`src/rtl/mem_access_stage.sv`:
```
// rtl/mem_access_stage.sv - load/store/pass memory-access stage driving a synchronous data RAM
// Optional store-to-load forwarding register enabled by `define MEM_FWD_EN.
module mem_access_stage #(
    parameter int ADDR_W  = 10,
    parameter int DATA_W  = 32,
    parameter int MEM_LAT = 1
) (
    input  logic              clk,
    input  logic              reset,
    input  logic              in_valid,
    output logic              in_ready,
    input  logic [1:0]        mem_op,
    input  logic [DATA_W-1:0] alu_result,
    input  logic [DATA_W-1:0] store_data,
    input  logic [4:0]        rd_in,
    output logic              ram_en,
    output logic              ram_we,
    output logic [ADDR_W-1:0] ram_addr,
    output logic [DATA_W-1:0] ram_wdata,
    input  logic [DATA_W-1:0] ram_rdata,
    output logic              out_valid,
    input  logic              out_ready,
    output logic [DATA_W-1:0] out_data,
    output logic [4:0]        out_rd,
    output logic              out_wb,
    output logic              addr_err
);

    typedef enum logic [1:0] {IDLE, WRITE, READ, OUT} state_t;

    localparam logic [2:0] LAT = 3'(MEM_LAT);

    state_t            state;
    state_t            state_nx;
    logic [2:0]        cnt;
    logic              accept;
    logic              is_ld;
    logic              is_st;
    logic              range_err;
    logic              fwd_hit;
    logic [DATA_W-1:0] fwd_data_w;

    assign is_ld     = (mem_op == 2'b01);
    assign is_st     = (mem_op == 2'b10);
    assign range_err = |alu_result[DATA_W-1:ADDR_W];
    assign in_ready  = (state == IDLE) && !reset;
    assign accept    = in_valid && in_ready;

    // RAM strobe is a single cycle: the WRITE cycle, or the first READ cycle
    assign ram_en    = !reset && ((state == WRITE) || ((state == READ) && (cnt == 3'd0)));
    assign ram_we    = !reset && (state == WRITE);
    assign out_valid = !reset && (state == OUT);

`ifdef MEM_FWD_EN
    logic              fwd_valid;
    logic [ADDR_W-1:0] fwd_addr;
    logic [DATA_W-1:0] fwd_data;

    assign fwd_hit    = fwd_valid && (fwd_addr == alu_result[ADDR_W-1:0]);
    assign fwd_data_w = fwd_data;

    always_ff @(posedge clk) begin
        if (reset) begin
            fwd_valid <= 1'b0;
            fwd_addr  <= '0;
            fwd_data  <= '0;
        end else if (accept && is_st && !range_err) begin
            fwd_valid <= 1'b1;
            fwd_addr  <= alu_result[ADDR_W-1:0];
            fwd_data  <= store_data;
        end
    end
`else
    assign fwd_hit    = 1'b0;
    assign fwd_data_w = '0;
`endif

    always_comb begin
        state_nx = state;
        case (state)
            IDLE: begin
                if (accept) begin
                    if ((is_ld || is_st) && range_err) state_nx = OUT;
                    else if (is_st)                    state_nx = WRITE;
                    else if (is_ld && !fwd_hit)        state_nx = READ;
                    else                               state_nx = OUT;
                end
            end
            WRITE:   state_nx = OUT;
            READ:    if (cnt == LAT) state_nx = OUT;
            OUT:     if (out_ready) state_nx = IDLE;
            default: state_nx = IDLE;
        endcase
    end

    always_ff @(posedge clk) begin
        if (reset) begin
            state     <= IDLE;
            cnt       <= 3'd0;
            out_data  <= '0;
            out_rd    <= '0;
            out_wb    <= 1'b0;
            addr_err  <= 1'b0;
            ram_addr  <= '0;
            ram_wdata <= '0;
        end else begin
            state <= state_nx;
            case (state)
                IDLE: begin
                    if (accept) begin
                        out_rd <= rd_in;
                        cnt    <= 3'd0;
                        if ((is_ld || is_st) && range_err) begin
                            out_data <= alu_result;
                            out_wb   <= 1'b0;
                            addr_err <= 1'b1;
                        end else if (is_st) begin
                            ram_addr  <= alu_result[ADDR_W-1:0];
                            ram_wdata <= store_data;
                            out_data  <= store_data;
                            out_wb    <= 1'b0;
                            addr_err  <= 1'b0;
                        end else if (is_ld) begin
                            out_wb   <= 1'b1;
                            addr_err <= 1'b0;
                            if (fwd_hit) out_data <= fwd_data_w;
                            else         ram_addr <= alu_result[ADDR_W-1:0];
                        end else begin
                            out_data <= alu_result;
                            out_wb   <= 1'b1;
                            addr_err <= 1'b0;
                        end
                    end
                end
                READ: begin
                    // ram_rdata is valid in the last READ cycle, MEM_LAT cycles after the strobe
                    if (cnt == LAT) out_data <= ram_rdata;
                    else            cnt      <= cnt + 3'd1;
                end
                default: ;
            endcase
        end
    end

endmodule
```
`config.mk`:
```
export PLATFORM = sky130hd
export DESIGN_NAME = mem_access_stage
export DESIGN_NICKNAME = d
export VERILOG_FILES = /design/src/rtl/mem_access_stage.sv
export SDC_FILE = /design/constraint.sdc
export NUM_CORES = 1
export LEC_CHECK = 0
export ABC_CLOCK_PERIOD_IN_PS = 2210
export CORE_ASPECT_RATIO = 0.75
export CORE_MARGIN = 2
export CORE_UTILIZATION = 40
export DETAILED_ROUTE_END_ITERATION = 8
export PLACE_DENSITY = 0.9
export SYNTH_ARGS = -nofsm -noshare
export SYNTH_HDL_FRONTEND = slang
export SYNTH_SLANG_ARGS = --single-unit
export TNS_END_PERCENT = 50
```
`constraint.sdc`:
```
create_clock -name clk -period 2.21 [get_ports clk]
set_input_delay 0.442 -clock clk [delete_from_list [all_inputs] [get_ports clk]]
set_output_delay 0.442 -clock clk [all_outputs]
set_load 0.03 [all_outputs]
```
==> results.sh, run 1 <==
export IMPL_path_clk_slew_ps=70
export IMPL_worstPathRequired_ps=2430
export IMPL_period_share=0.9828
export IMPL_synth_nets=704
export IMPL_cts_sinks=86
export IMPL_maxCapViolations=0
export IMPL_slowest_delay_ps=500
export IMPL_root_buffer="clkbuf_16"
export IMPL_use_met1=0.3361
export IMPL_layout_cells_non_filler=979
export IMPL_drc=0
export IMPL_antenna_found_initial=1
export IMPL_hp_class="in -> reg"
export IMPL_initial_utilization=0.4138
export IMPL_maxSlewHeadroom=0.6133
export IMPL_seq_area_frac_synth=0.3556
export IMPL_layout_commonest_cell="clkdlybuf4s50_1"
export IMPL_use_met2=0.3970
export IMPL_synth_flop_cell="dfxtp_1"
export IMPL_die_area_um2=13010
export IMPL_ys_types=44
export IMPL_crit_family="simple AND/OR/NAND/NOR gates"
export IMPL_ios=192
export IMPL_die_h_um=99.27
export IMPL_drt_iter0_markers=352
export IMPL_final_max_slew_viol_count=0
export IMPL_placed_area_um2=7264
export IMPL_status="finished clean"
export IMPL_ys_seq_elements=86
export IMPL_tightest_slew_ps=565.5
export IMPL_crit_path_max_fanout=10
export IMPL_stdcell_area_um2=7823
export IMPL_drive_above_1_share=0.1348
export IMPL_grt_use_met3=0.08069
export IMPL_cts_buffer_depth=2
export IMPL_cts_buffers=9
export IMPL_first_pass_iters=5
export IMPL_hold_viol_final=0
export IMPL_syn_instance_count=586
export IMPL_setup_tns_ps=0
export IMPL_netlist_area_um2=4841
export IMPL_io_buffers=191
export IMPL_core_um2=11700
export IMPL_antenna_left=0
export IMPL_cts_tree="done"
export IMPL_most_common_layout_cells="clkdlybuf4s50_1, dfxtp_1, buf_4, nor2_1, nand2_1"
export IMPL_slowest_stage="clkdlybuf4s50_1"
export IMPL_crit_top_cell="buf_6"
export IMPL_powerDensity_nw_per_um2=779.2
export IMPL_power_leakage_nw=3.018
export IMPL_worst_ep_arrival_time_ps=2390
export IMPL_routed_via_density=5.507
export IMPL_grt_overflow=0
export IMPL_rows=34
export IMPL_crit_path_start_kind="input port"
export IMPL_busiest_layer="met2"
export IMPL_wirelength_mm=16.97
export IMPL_nets=929
export IMPL_place_congestion=0.8511
export IMPL_worstSetupEndpointType="flop"
export IMPL_dp_hpwl_mm=12.41
export IMPL_grt_pass1_wl_mm=26.21
export IMPL_worstPathCellList="clkdlybuf4s50_1, nor4_4, nand4_1, buf_6, or3_1, buf_6, mux2i_2, nor2_1"
export IMPL_grt_pass1_vias=5140
export IMPL_grt_max_degree=50
export IMPL_irDropWorstVdd_mv=0.5136
export IMPL_vias=5391
export IMPL_crit_type="in -> reg"
export IMPL_hold_buffers=0
export IMPL_critPathBufInv=3
export IMPL_grtUsageTotal=0.2532
export IMPL_synth_edf_count=0
export IMPL_cts_max_level=3
export IMPL_synth_yosys_warnings=0
export IMPL_period_needed_ps=2172
export IMPL_syn_avg_cell_area_um2=8.261
export IMPL_rsz0062_at_grt="yes"
export IMPL_dpl_cell_count=957
export IMPL_area_delta_synth_final_pct=61.59
export IMPL_max_clock_freq_mhz=460.4
export IMPL_clock_skew_ps=5.551
export IMPL_setup_viol=0
export IMPL_die_w_um=131.0
export IMPL_async_flop_share=0
export IMPL_clock_latency_ps=340
export IMPL_drt_wirelength_per_cell_um=17.34
-- area by class of cell --
type	instances	area (um^2)
diodes	1	2.502
clock buffers	9	225.2
clock inverters	7	80.08
fillers	927	3876
inverters	20	78.83
multi-input cells	429	2912
flip-flops and latches	86	1722
well taps	162	202.7
repair buffers	265	2600
-- power by group --
group          switching [mW]  total, mW  internal, mW
registers               0.154       1.96          1.80
clock network           0.686       1.58         0.893
logic                    1.42       2.56          1.14
total                    2.26       6.10          3.83
-- sequential cells by signal (all words and copies together), names as in the netlist --
register	cells
ram_wdata	32
out_rd	5
out_wb	1
addr_err	1
ram_addr	10
cnt	3
out_data	32
state	2
-- cell usage after synthesis, types with 3 or more instances --
master,instances,area share
nor3_1,30,0.031
nand2b_1,18,0.023
buf_8,3,0.0093
nand4b_1,10,0.018
inv_1,20,0.016
clkbuf_1,35,0.027
o311ai_1,4,0.0072
nand3_1,20,0.021
nor2_1,63,0.049
o21ai_0,7,0.0072
mux2i_1,42,0.087
nand3b_1,27,0.042
o2111ai_1,6,0.011
dfxtp_1,86,0.36
nor2b_1,13,0.017
buf_2,12,0.012
a2111oi_0,10,0.018
o211ai_1,26,0.040
a22oi_1,7,0.011
ha_1,11,0.028
and3_1,18,0.023
nand2_1,52,0.040
o221ai_1,10,0.018
nand4_1,9,0.012
a21oi_1,19,0.020
nor4_2,4,0.010
-- worst reg2reg max path, stage by stage (launching register included) --
cell       delay [ps]
dfxtp_1           360
inv_1             120
ha_4              220
nand2b_1          190
a32oi_2           260
o21ai_2           100
or3_4             460
clkbuf_16         180
o211ai_1          170
-- metal layers --
| metal | part of all wire | up-vias |
|---|---|---|
| li1 | - | 2578 |
| met1 | 0.43 | 2509 |
| met2 | 0.45 | 279 |
| met3 | 0.10 | 25 |
| met4 | 0.015 | 0 |
| met5 | 0 | - |
-- stage by stage --
stage | util | worst slack [ps] | hold WS, ps | power (mW)
2_1_floorplan | - | 64.59 | 513.8 | 3.279
3_3_place_gp | 0.6210 | -485.1 | 442.4 | 4.315
3_5_place_dp | 0.6210 | -535.9 | 447.6 | 4.360
4_1_cts | 0.6528 | -2.915 | 401.1 | 5.981
5_1_grt | 0.6687 | -17.82 | 414.8 | 6.398
6_report | 0.6687 | 37.99 | 418.7 | 6.095
-- worst paths after layout --
kind                                   from                   endpoint  slack [ps]  cells after the start
setup / recovery             alu_result[15]   ram_addr[7]$_SDFFE_PP0P_          40                      8
hold / removal                        reset      state[1]$_SDFFE_PP0P_         420                      2
hold reg to reg   out_data[25]$_SDFFE_PP0P_  out_data[25]$_SDFFE_PP0P_         460                      2
setup reg to reg      state[0]$_SDFFE_PP0P_  out_data[22]$_SDFFE_PP0P_          80                      8
-- cells by family (layout without fill, tap and decap cells) --
kind of cell / after synthesis / after routing / synth area share
compound gates: 102 / 102 / 0.1569
xor+xnor: 2 / 2 / 0.003619
other cells: 0 / 1 / 0
buf+inv: 71 / 301 / 0.06591
fa+ha+maj: 11 / 11 / 0.02843
mux: 42 / 42 / 0.08684
flops: 86 / 86 / 0.3556
simple gates: 272 / 272 / 0.3027
-- what timing repair did --
| action | CTS | global route |
|---|---|---|
| buffers inserted | 0 | 2 |
| gates resized for setup | 12 | 24 |
| pin swaps | 2 | 6 |
| endpoints found under the setup margin | 70 | 77 |
| gates cloned | 0 | 3 |
(Power assumes the default switching activity.)
==> run 2, diff against run 1 <==
PLACE_DENSITY = not set   (was 0.9)
PLACE_DENSITY_LB_ADDON = 0.05   (was not set)
==> results.sh, run 2 (synthesis results as in run 1) <==
export IMPL_status="finished clean"
export IMPL_wirelength_mm=17.57
export IMPL_period_share=0.9758
export IMPL_maxCapViolations=0
export IMPL_vias=5412
export IMPL_routed_via_density=5.522
export IMPL_cts_buffers=9
export IMPL_grt_pass1_wl_mm=25.98
export IMPL_stdcell_area_um2=7994
export IMPL_reg2reg_from="state[0]$_SDFFE_PP0P_"
export IMPL_min_path_cells=2
export IMPL_slowest_delay_ps=440
export IMPL_rows=34
export IMPL_drive_above_1_share=0.1395
export IMPL_layout_commonest_cell="clkdlybuf4s50_1"
export IMPL_holdPathEnd="out_wb$_SDFFE_PP0P_"
export IMPL_tightest_slew_ps=601.7
export IMPL_worst_ep_arrival_time_ps=2420
export IMPL_crit_path_start_kind="flop"
export IMPL_setup_slack_ps=53.38
export IMPL_path_clk_slew_ps=60
export IMPL_crit_type="reg -> reg"
export IMPL_clock_skew_ps=4.503
export IMPL_power_leakage_nw=3.181
export IMPL_dp_slack_ps=-467.9
export IMPL_critPathBufInv=2
export IMPL_worstPathRequired_ps=2470
export IMPL_most_common_layout_cells="clkdlybuf4s50_1, dfxtp_1, nor2_1, buf_4, nand2_1"
export IMPL_max_clock_freq_mhz=463.7
export IMPL_clock_latency_ps=340
export IMPL_period_needed_ps=2157
export IMPL_reg2reg_depth=8
export IMPL_powerDensity_nw_per_um2=781.2
export IMPL_min_from="reset"
export IMPL_reg2reg_to="out_data[27]$_SDFFE_PP0P_"
export IMPL_cts_sinks=86
export IMPL_grt_overflow=0
export IMPL_drc=0
export IMPL_root_buffer="clkbuf_16"
export IMPL_area_delta_synth_final_pct=65.13
export IMPL_placed_area_um2=7272
export IMPL_initial_utilization=0.4138
export IMPL_grt_pass1_vias=5192
export IMPL_irDropWorstVdd_mv=0.5170
export IMPL_drt_iter0_markers=351
export IMPL_final_max_slew_viol_count=0
export IMPL_io_buffers=191
export IMPL_worstPathCellList="inv_1, ha_4, nand2b_1, a32oi_2, o21ai_2, or3_4, clkbuf_16, o211ai_1"
export IMPL_maxSlewHeadroom=0.5885
export IMPL_cts_buffer_depth=2
export IMPL_cts_tree="done"
export IMPL_worstSetupEndpointType="flop"
export IMPL_top_regs="out_data (32), ram_wdata (32), ram_addr (10)"
export IMPL_die_w_um=131.0
export IMPL_cts_max_level=3
export IMPL_antenna_left=0
export IMPL_slowest_stage="or3_4"
export IMPL_ios=192
export IMPL_hold_viol_final=0
export IMPL_crit_family="simple AND/OR/NAND/NOR gates"
export IMPL_drt_wirelength_per_cell_um=17.93
export IMPL_first_pass_iters=4
export IMPL_grt_max_degree=45
export IMPL_die_area_um2=13010
export IMPL_core_um2=11700
export IMPL_grtUsageTotal=0.2515
export IMPL_antenna_found_initial=1
export IMPL_crit_path_max_fanout=7
export IMPL_nets=930
export IMPL_dp_hpwl_mm=12.25
export IMPL_hp_class="in -> reg"
export IMPL_setup_viol=0
export IMPL_place_congestion=0.8162
export IMPL_die_h_um=99.27
export IMPL_reg2reg_slack_ps=50
==> run 2: cell types whose count changed in the layout (fill, tap and decap cells not counted), sizes merged <==
cell | previous run | this run
clkdlybuf4s50 | 179 | 168
inv | 22 | 20
clkinvlp | 2 | 0
clkbuf | 11 | 18
buf | 74 | 72
dlymetal6s2s | 8 | 18
clkinv | 2 | 1
bufinv | 1 | 2
dlygate4sd2 | 2 | 3
==> run 2: area by class of cell <==
cell class | count | area (um^2)
Timing Repair Buffer | 266 | 2733
Fill cell | 933 | 3705
Inverter | 20 | 75.07
Clock inverter | 3 | 65.06
Clock buffer | 13 | 270.3
Multi-Input combinational cell | 429 | 2924
Antenna cell | 1 | 2.502
Sequential cell | 86 | 1722
Tap cell | 162 | 202.7
==> run 2: power by group <==
part / switching (mW) / leakage (nW) / internal, mW
Clock: 0.621 / 0.166 / 1.08
Combinational: 1.44 / 2.32 / 1.14
Sequential: 0.153 / 0.698 / 1.80
==> run 2: metal layers <==
| layer | global-route usage | part of all wire | wire, um |
|---|---|---|---|
| met1 | 0.3371 | 0.46 | 8139 |
| met2 | 0.4065 | 0.44 | 7787 |
| met3 | 0.06079 | 0.078 | 1377 |
| met4 | 0.06465 | 0.015 | 267 |
| met5 | 0 | 0 | 0 |
==> run 2: repair_timing <==
action,CTS,global route
endpoints found under the hold margin,0,0
hold buffers,0,0
pin swaps,2,11
endpoints found under the setup margin,66,78
cloned,0,7
gates resized for setup,15,41
setup buffers,0,3
==> run 2: worst max path at each step <==
| stage | slack, ps | to | from | cells past startpoint |
|---|---|---|---|---|
| after global routing | -20 | out_data[29]$_SDFFE_PP0P_ | alu_result[12] | 9 |
| after CTS | -20 | ram_wdata[28]$_SDFFE_PP0P_ | alu_result[24] | 8 |
| after detailed placement | -470 | out_data[4]$_SDFFE_PP0P_ | mem_op[0] | 9 |
| after global placement | -380 | out_data[23]$_SDFFE_PP0P_ | mem_op[0] | 9 |
| final | 50 | out_data[27]$_SDFFE_PP0P_ | state[0]$_SDFFE_PP0P_ | 8 |
| after floorplan | 60 | out_data[21]$_SDFFE_PP0P_ | mem_op[0] | 9 |
==> run 2: per-stage QoR <==
stage	total power, mW	hold slack, ps	utilization	TNS (ps)	instances
after global placement	4.326	442.6	0.6216	-27000	953
after global routing	6.527	386.9	0.6833	-50.82	980
after detailed placement	4.377	448.4	0.6216	-29390	953
after floorplan	3.279	513.8	-	0	586
after CTS	6.118	371.1	0.6551	-19.81	969
final	6.245	378.1	0.6833	0	980
==> run 3, diff against run 2 <==
PLACE_DENSITY = 0.78   (was not set)
PLACE_DENSITY_LB_ADDON = not set   (was 0.05)
SETUP_SLACK_MARGIN = 0.1   (was not set)
==> results.sh, run 3 (synthesis results as in run 1) <==
export IMPL_status="finished clean"
export IMPL_nets=943
export IMPL_wirelength_mm=18.99
export IMPL_grt_pass1_wl_mm=28.72
export IMPL_ios=192
export IMPL_final_max_slew_viol_count=0
export IMPL_min_path_cells=2
export IMPL_power_leakage_nw=3.089
export IMPL_cts_sinks=86
export IMPL_slowest_stage="a222oi_1"
export IMPL_maxCapViolations=0
export IMPL_root_buffer="clkbuf_16"
export IMPL_slowest_delay_ps=650
export IMPL_dp_slack_ps=-553.0
export IMPL_cts_buffers=9
export IMPL_worstPathRequired_ps=2450
export IMPL_holdWs_ps=452.9
export IMPL_clock_skew_ps=6.552
export IMPL_cts_tree="done"
export IMPL_top_regs="out_data (32), ram_wdata (32), ram_addr (10)"
export IMPL_grt_max_degree=39
export IMPL_core_um2=11700
export IMPL_tightest_slew_ps=655.8
export IMPL_die_w_um=131.0
export IMPL_initial_utilization=0.4138
export IMPL_drt_wirelength_per_cell_um=19.14
export IMPL_setup_slack_ps=85.74
export IMPL_first_pass_iters=5
export IMPL_fillers=886
export IMPL_crit_path_start_kind="flop"
export IMPL_irDropWorstVdd_mv=0.4858
export IMPL_max_clock_freq_mhz=470.8
export IMPL_grt_pass1_vias=5556
export IMPL_dp_hpwl_mm=12.86
export IMPL_die_area_um2=13010
export IMPL_cts_buffer_depth=2
export IMPL_crit_path_max_fanout=6
export IMPL_hold_viol_final=0
export IMPL_reg2reg_depth=7
export IMPL_rows=34
export IMPL_antenna_left=0
export IMPL_period_share=0.9612
export IMPL_worst_ep_arrival_time_ps=2360
export IMPL_drt_iter0_markers=439
export IMPL_antenna_cells=0
export IMPL_layout_commonest_cell="clkdlybuf4s50_1"
export IMPL_die_h_um=99.27
export IMPL_powerDensity_nw_per_um2=793.4
export IMPL_path_clk_slew_ps=70
export IMPL_io_buffers=191
export IMPL_setup_viol=0
export IMPL_drive_above_1_share=0.1843
export IMPL_crit_type="reg -> reg"
export IMPL_clock_latency_ps=350
export IMPL_hp_class="reg -> reg"
export IMPL_most_common_layout_cells="clkdlybuf4s50_1, dfxtp_1, buf_4, nor2_1, nand2_1"
export IMPL_hold_buffers=0
export IMPL_maxSlewHeadroom=0.5628
export IMPL_worstSetupEndpointType="flop"
export IMPL_grtUsageTotal=0.2830
export IMPL_antenna_found_initial=1
export IMPL_cts_max_level=3
export IMPL_drc=0
export IMPL_worstPathCellList="inv_4, ha_4, buf_4, nand3b_1, a222oi_1, nand2_1, o32ai_1"
export IMPL_routed_via_density=5.664
export IMPL_vias=5619
export IMPL_period_needed_ps=2124
export IMPL_rsz0062_at_grt="yes"
export IMPL_grt_overflow=0
export IMPL_place_congestion=0.9149
export IMPL_area_delta_synth_final_pct=67.38
[run 3: changes by cell type in the layout (fill, tap and decap cells not counted), moves of 4 or more]
cell | previous run | this run
nor3_1 | 27 | 23
clkbuf_16 | 14 | 10
dlygate4sd2_1 | 3 | 11
clkdlybuf4s50_1 | 168 | 163
nor3_2 | 3 | 7
buf_4 | 57 | 65
clkbuf_2 | 0 | 11
dlymetal6s2s_1 | 18 | 1
[run 3: power by group]
group	leakage, nW	internal (mW)	switching (mW)	total (mW)
logic	2.24	1.31	1.56	2.86
clock network	0.149	0.913	0.668	1.58
registers	0.700	1.81	0.175	1.98
[run 3: path summary, 6_finish.rpt]
path                                   from  slack, ps                        end
hold / removal    out_data[13]$_SDFFE_PP0P_        450  out_data[13]$_SDFFE_PP0P_
setup / recovery      state[1]$_SDFFE_PP0P_         90      state[0]$_SDFFE_PP0P_
hold reg to reg   out_data[13]$_SDFFE_PP0P_        450  out_data[13]$_SDFFE_PP0P_
setup reg to reg      state[1]$_SDFFE_PP0P_         90      state[0]$_SDFFE_PP0P_
[run 3: through the flow]
stage / TNS, ps / total power [mW] / area [um^2] / instances / utilization
6_report: 0 / 6.429 / 8103 / 992 / 0.6926
4_1_cts: 0 / 6.224 / 7906 / 983 / 0.6758
3_3_place_gp: -22110 / 4.355 / 7282 / 951 / 0.6225
3_5_place_dp: -26710 / 4.427 / 7282 / 951 / 0.6225
2_1_floorplan: 0 / 3.295 / 4877 / 586 / -
5_1_grt: -66.53 / 6.739 / 8103 / 992 / 0.6926
[run 3: layer usage]
layer,routed length (um),GRT usage
met5,13,0
met4,388,0.07692
met3,1855,0.08230
met2,8816,0.4691
met1,7910,0.3594
[run 3: final cells by class]
cell class | count | area (um^2) | share of cell area
Timing Repair Buffer | 276 | 2719 | 0.3355
Clock buffer | 10 | 239.0 | 0.02949
Sequential cell | 86 | 1729 | 0.2134
Tap cell | 162 | 202.7 | 0.02502
Multi-Input combinational cell | 432 | 3062 | 0.3779
Clock inverter | 6 | 68.82 | 0.008493
Inverter | 20 | 82.58 | 0.01019
[run 3: worst max-delay path, delay by kind of cell (launching register included)]
| kind | cells | cell delay, ps |
|---|---|---|
| AOI/OAI and AO/OA | 2 | 820 |
| buffers and inverters | 2 | 210 |
| and+or+nand+nor | 2 | 410 |
| adders and majority gates | 1 | 200 |
| DFF | 1 | 370 |
[run 3: repair_timing]
item	4_1_cts	5_1_grt
setup endpoints to repair	78	72
cloned	6	1
gates resized for setup	57	56
buffers inserted	10	9
pin swaps	13	22
